`src/rtl/wb_write_arbiter.sv`:
```
// rtl/wb_write_arbiter.sv - GPR write-back arbiter merging port A and FIFO-buffered port B (optional WB_SCOREBOARD_EN pending-bit scoreboard)
module wb_write_arbiter #(
    parameter int DATA_W     = 32,
    parameter int ADDR_W     = 5,
    parameter int DEPTH      = 2,
    parameter int STARVE_MAX = 8
) (
    input  logic              clk,
    input  logic              rst,
    input  logic              a_valid_i,
    input  logic [ADDR_W-1:0] a_waddr_i,
    input  logic [DATA_W-1:0] a_wdata_i,
    input  logic              b_valid_i,
    output logic              b_ready_o,
    input  logic [ADDR_W-1:0] b_waddr_i,
    input  logic [DATA_W-1:0] b_wdata_i,
    output logic              we_o,
    output logic [ADDR_W-1:0] waddr_o,
    output logic [DATA_W-1:0] wdata_o,
    output logic              stall_o
`ifdef WB_SCOREBOARD_EN
    ,
    input  logic                 iss_valid_i,
    input  logic [ADDR_W-1:0]    iss_addr_i,
    output logic [2**ADDR_W-1:0] pend_o
`endif
);

    localparam int PTR_W = (DEPTH > 1) ? $clog2(DEPTH) : 1;
    localparam int CNT_W = $clog2(DEPTH + 1);
    localparam int SW    = $clog2(STARVE_MAX + 1);

    typedef enum logic [1:0] {
        SEL_NONE = 2'd0,
        SEL_A    = 2'd1,
        SEL_B    = 2'd2
    } sel_e;

    logic [ADDR_W-1:0] mem_addr_q [DEPTH];
    logic [ADDR_W-1:0] mem_addr_d [DEPTH];
    logic [DATA_W-1:0] mem_data_q [DEPTH];
    logic [DATA_W-1:0] mem_data_d [DEPTH];
    logic [PTR_W-1:0]  wr_ptr_q, wr_ptr_d;
    logic [PTR_W-1:0]  rd_ptr_q, rd_ptr_d;
    logic [CNT_W-1:0]  count_q, count_d;
    logic [SW-1:0]     starve_q, starve_d;
    logic              stall_q, stall_d;
    logic              we_q, we_d;
    logic [ADDR_W-1:0] waddr_q, waddr_d;
    logic [DATA_W-1:0] wdata_q, wdata_d;

    logic fifo_empty;
    logic fifo_full;
    logic a_hit;
    logic push;
    logic pop;
    sel_e sel;

    always_comb begin
        fifo_empty = (count_q == '0);
        fifo_full  = (count_q == CNT_W'(DEPTH));
        a_hit      = a_valid_i && (a_waddr_i != '0);
        b_ready_o  = !rst && !fifo_full;
        // Writes to x0 complete the handshake but never occupy a slot.
        push       = b_valid_i && b_ready_o && (b_waddr_i != '0);
        if (a_hit) begin
            sel = SEL_A;
        end else if (!fifo_empty) begin
            sel = SEL_B;
        end else begin
            sel = SEL_NONE;
        end
        pop = (sel == SEL_B);
    end

    always_comb begin
        mem_addr_d = mem_addr_q;
        mem_data_d = mem_data_q;
        wr_ptr_d   = wr_ptr_q;
        rd_ptr_d   = rd_ptr_q;
        count_d    = count_q;
        if (push) begin
            mem_addr_d[wr_ptr_q] = b_waddr_i;
            mem_data_d[wr_ptr_q] = b_wdata_i;
            wr_ptr_d             = wr_ptr_q + PTR_W'(1);
        end
        if (pop) begin
            rd_ptr_d = rd_ptr_q + PTR_W'(1);
        end
        case ({push, pop})
            2'b10:   count_d = count_q + CNT_W'(1);
            2'b01:   count_d = count_q - CNT_W'(1);
            default: count_d = count_q;
        endcase
    end

    always_comb begin
        we_d    = (sel != SEL_NONE);
        waddr_d = waddr_q;
        wdata_d = wdata_q;
        case (sel)
            SEL_A: begin
                waddr_d = a_waddr_i;
                wdata_d = a_wdata_i;
            end
            SEL_B: begin
                waddr_d = mem_addr_q[rd_ptr_q];
                wdata_d = mem_data_q[rd_ptr_q];
            end
            default: ;
        endcase

        // Counts cycles the head waits; a pop or an empty FIFO restarts it.
        starve_d = '0;
        if (!pop && !fifo_empty) begin
            if (starve_q != SW'(STARVE_MAX)) begin
                starve_d = starve_q + SW'(1);
            end else begin
                starve_d = starve_q;
            end
        end
        stall_d = (starve_d == SW'(STARVE_MAX));
    end

    always_ff @(posedge clk or posedge rst) begin
        if (rst) begin
            for (int i = 0; i < DEPTH; i++) begin
                mem_addr_q[i] <= '0;
                mem_data_q[i] <= '0;
            end
            wr_ptr_q <= '0;
            rd_ptr_q <= '0;
            count_q  <= '0;
            starve_q <= '0;
            stall_q  <= 1'b0;
            we_q     <= 1'b0;
            waddr_q  <= '0;
            wdata_q  <= '0;
        end else begin
            mem_addr_q <= mem_addr_d;
            mem_data_q <= mem_data_d;
            wr_ptr_q   <= wr_ptr_d;
            rd_ptr_q   <= rd_ptr_d;
            count_q    <= count_d;
            starve_q   <= starve_d;
            stall_q    <= stall_d;
            we_q       <= we_d;
            waddr_q    <= waddr_d;
            wdata_q    <= wdata_d;
        end
    end

    assign we_o    = we_q;
    assign waddr_o = waddr_q;
    assign wdata_o = wdata_q;
    assign stall_o = stall_q;

`ifdef WB_SCOREBOARD_EN
    logic                 we_b_q, we_b_d;
    logic [2**ADDR_W-1:0] pend_q, pend_d;

    // Clear follows the registered B commit; a new issue the same cycle wins.
    always_comb begin
        we_b_d = pop;
        pend_d = pend_q;
        if (we_q && we_b_q) begin
            pend_d[waddr_q] = 1'b0;
        end
        if (iss_valid_i && (iss_addr_i != '0)) begin
            pend_d[iss_addr_i] = 1'b1;
        end
        pend_d[0] = 1'b0;
    end

    always_ff @(posedge clk or posedge rst) begin
        if (rst) begin
            we_b_q <= 1'b0;
            pend_q <= '0;
        end else begin
            we_b_q <= we_b_d;
            pend_q <= pend_d;
        end
    end

    assign pend_o = pend_q;
`endif

endmodule

```
`config.mk`:
```
export PLATFORM = sky130hd
export DESIGN_NAME = wb_write_arbiter
export DESIGN_NICKNAME = d
export VERILOG_FILES = /design/src/rtl/wb_write_arbiter.sv
export SDC_FILE = /design/constraint.sdc
export NUM_CORES = 1
export LEC_CHECK = 0
export ABC_CLOCK_PERIOD_IN_PS = 10400
export CAP_MARGIN = 20
export CORE_UTILIZATION = 51
export DETAILED_ROUTE_END_ITERATION = 16
export GPL_TIMING_DRIVEN = 0
export PLACE_DENSITY = 0.8
export SYNTH_ARGS = -nofsm -noshare
export SYNTH_HDL_FRONTEND = slang
export SYNTH_SLANG_ARGS = --single-unit
```
`constraint.sdc`:
```
create_clock -name clk -period 10.4 [get_ports clk]
set_input_delay 1.04 -clock clk [delete_from_list [all_inputs] [get_ports clk]]
set_output_delay 1.04 -clock clk [all_outputs]
set_load 0.005 [all_outputs]
```
==> impl_metrics.py <==
metrics = {
    "synth": {
        "ys_seq_area_frac": 0.549,
        "syn_inst": 450,
        "syn_nets": 531,
        "synth-edff-count": 0,
        "synthFlopType": "dfrtp_1",
        "synth_top_cell_area_share": 0.549,
        "synth-seq-cells": 121,
        "synth_area_per_cell_sq_um": 12.3,
        "synth-async-reset-ratio": 1.00,
        "synthDistinctLibCells": 29,
        "yosysWarnings": 0,
        "yosysTopAreaCell": "dfrtp_1",
        "synthTopCellsByArea": "dfrtp_1, mux2_2, mux2_4, mux2i_1, a21oi_1",
        "syn-cell-area_sq_um": 5520,
    },
    "grt": {
        "grt_first_pass_wirelength_mm": 21.2,
        "grt_overflow": 0,
        "grt_pass1_vias": 4306,
        "grt_max_degree": 99,
        "antenna_found_initial": 0,
        "grtUsageTotal": 0.246,
    },
    "timing": {
        "tightest_slew_ns": 0.549,
        "hold_viol_final": 0,
        "drv_slew": 0,
        "whs_ns": 0.503,
        "timing.setup.tns_ns": 0,
        "worst_slack_ns": 6.98,
        "period_share": 0.328,
        "setup_violations": 0,
        "rsz0062_at_grt": "no",
        "max_freq_mhz": 293,
        "min_period_ns": 3.42,
        "relSlewSlack": 0.634,
        "clock_skew_ns": 0.00954,
    },
    "clock_network": {
        "cts.htree.levels": 4,
        "tritoncts": "built",
        "cts_made_buffers": 17,
        "path_clk_slew_ns": 0.06,
        "ctsResizeCount": 0,
        "clockBufferDepth": 2,
        "clkLatencyLatePin_ns": 0.50,
        "clock_sinks": 121,
        "root_buffer": "clkbuf_8",
        "postCtsSetupRepairBufs": 0,
        "hold_buffers": 0,
    },
    "cells_and_area": {
        "drive_above_1_share": 0.217,
        "diodes": 0,
        "fillCellCount": 746,
        "stdcell_area_sq_um": 7490,
        "syn_to_final_growth_pct": 35.8,
        "fin_nets": 668,
    },
    "critical_path": {
        "path_cells": "clkdlybuf4s50_1 -> a21oi_4 -> clkdlybuf4s50_1",
        "cp-start-kind": "input port",
        "cpPeakStageDelay_ns": 0.54,
        "cp_max_fo": 4,
        "worst_ep_arrival_time_ns": 2.38,
        "crit_slowest_cell": "clkdlybuf4s50_1",
        "worstSetupPathType": "input port to primary output",
        "worst_ep_required_time_ns": 9.36,
        "crit_top_cell": "clkdlybuf4s50_1",
        "critPathCaptureType": "primary output",
    },
    "route": {
        "drt_wl_total_mm": 12.9,
        "drt-initial-drc-count": 152,
        "remaining_drc_errors": 0,
        "viasPerCell": 5.39,
        "dr.pass1.iters": 4,
        "ant_nets": 0,
        "via_count": 3964,
        "avgRoutedWirePerCell_um": 17.5,
    },
    "place": {
        "place_area_sq_um": 6890,
        "detailed_place_hpwl_mm": 8.58,
        "numPortBuffers": 117,
        "dp_slack_ns": 6.99,
        "place_congestion": 0.778,
    },
    "power_and_ir_drop": {
        "p_leak_nw": 3.40,
        "finalPower_mw": 2.26,
        "p_per_area_nw_per_um2": 301,
        "peakVddDrop_v": 0.000127,
    },
    "floorplanning": {
        "die_w_um": 106,
        "die-area_sq_um": 11200,
        "pin_count": 118,
        "core_area_sq_um": 10400,
        "initial_core_util": 0.530,
        "std_cell_rows": 37,
        "die_h_um": 106,
    },
    "worst_hold_path": {
        "hp-class": "register to register",
    },
    "flow_run": {
        "drv_cap": 0,
    },
    "run_status": {
        "status": "completed",
    },
}
==> metal layers <==
layer  vias up  track usage  part of all wire
met4         0       0.0992             0.020
met1      1998        0.308              0.44
met5         -            0                 0
met2       119        0.415              0.50
met3        21       0.0521             0.041
li1       1826            -                 -
==> path summary, 6_finish.rpt <==
| check | startpoint | to | slack (ns) | depth (start not counted) |
|---|---|---|---|---|
| worst min-delay path | mem_data_q[58] | mem_data_q[58] | 0.50 | 1 |
| min in group asynchronous | rst | mem_data_q[25] | 0.97 | 2 |
| worst max register to register | count_q[1] | count_q[1] | 8.37 | 7 |
| max in group asynchronous | rst | mem_data_q[48] | 8.69 | 3 |
| worst max-delay path | rst | b_ready_o | 6.98 | 3 |
| worst min register to register | mem_data_q[58] | mem_data_q[58] | 0.50 | 1 |
==> cells in the mapped netlist, types with 2 or more instances <==
| cell type | instances |
|---|---|
| buf_6 | 9 |
| xnor2_1 | 4 |
| nor2_1 | 45 |
| buf_12 | 3 |
| xor2_1 | 3 |
| mux2_2 | 45 |
| a21oi_1 | 37 |
| inv_1 | 5 |
| dfrtp_1 | 121 |
| clkbuf_1 | 6 |
| mux2_4 | 30 |
| mux2i_1 | 37 |
| nand2_1 | 42 |
| buf_2 | 9 |
| nand3_1 | 2 |
| o21ai_1 | 37 |
| ha_1 | 3 |
==> power breakdown <==
| group | switching [mW] | internal (mW) | total (mW) | leakage (nW) |
|---|---|---|---|---|
| Clock | 0.210 | 0.388 | 0.598 | 0.285 |
| Sequential | 0.126 | 0.690 | 0.816 | 1.46 |
| Combinational | 0.366 | 0.476 | 0.842 | 1.66 |
| Total | 0.702 | 1.55 | 2.26 | 3.40 |
==> state kept, by name, summed over array words and instances, names as in the netlist <==
signal and count:
we_o 1, rd_ptr_q 1, mem_addr_q 10, mem_data_q 64, starve_q 4, waddr_o 5, wdata_o 32, wr_ptr_q 1
count_q 2, stall_o 1
==> cell type report <==
cell class	count	area, sq um	share of cell area
multi-input combinational	297	2240	0.299
timing repair buffer	118	1200	0.160
clock buffer	20	425	0.0568
tap	136	170	0.0227
inverter	5	23.8	0.00317
sequential	121	3030	0.404
clock inverter	12	175	0.0234
buffer	27	229	0.0306
==> through the flow <==
step,util,std cells
floorplan,-,450
global placement,0.658,703
detailed placement,0.662,704
CTS,0.719,736
global route,0.719,736
finish,0.719,736
==> cells in the final DEF (no fill, tap or decap), drive strengths merged, types with 4 or more instances in the layout <==
master         count
o21ai             38
dfrtp            121
nand2             42
clkinv             5
mux2i             37
mux2              75
inv                5
buf               22
clkbuf            26
bufinv             4
xnor2              4
clkdlybuf4s50    117
a21oi             38
nor2              46
==> critical path: cells and delay by family <==
| kind | cells | cell delay [ns] |
|---|---|---|
| buffers and inverters | 2 | 1.08 |
| AOI/OAI and AO/OA | 1 | 0.25 |
==> cell families (layout without fill, tap and decap cells) <==
| kind of cell | count (synthesis) | after routing | synth area share |
|---|---|---|---|
| mux | 112 | 112 | 0.241 |
| flops | 121 | 121 | 0.549 |
| simple gates | 96 | 96 | 0.0730 |
| buf+inv | 32 | 182 | 0.0449 |
| xor+xnor | 7 | 7 | 0.0111 |
| fa+ha+maj | 3 | 3 | 0.00680 |
| compound gates | 79 | 79 | 0.0748 |
No activity file was read; power rests on OpenSTA's default activity.
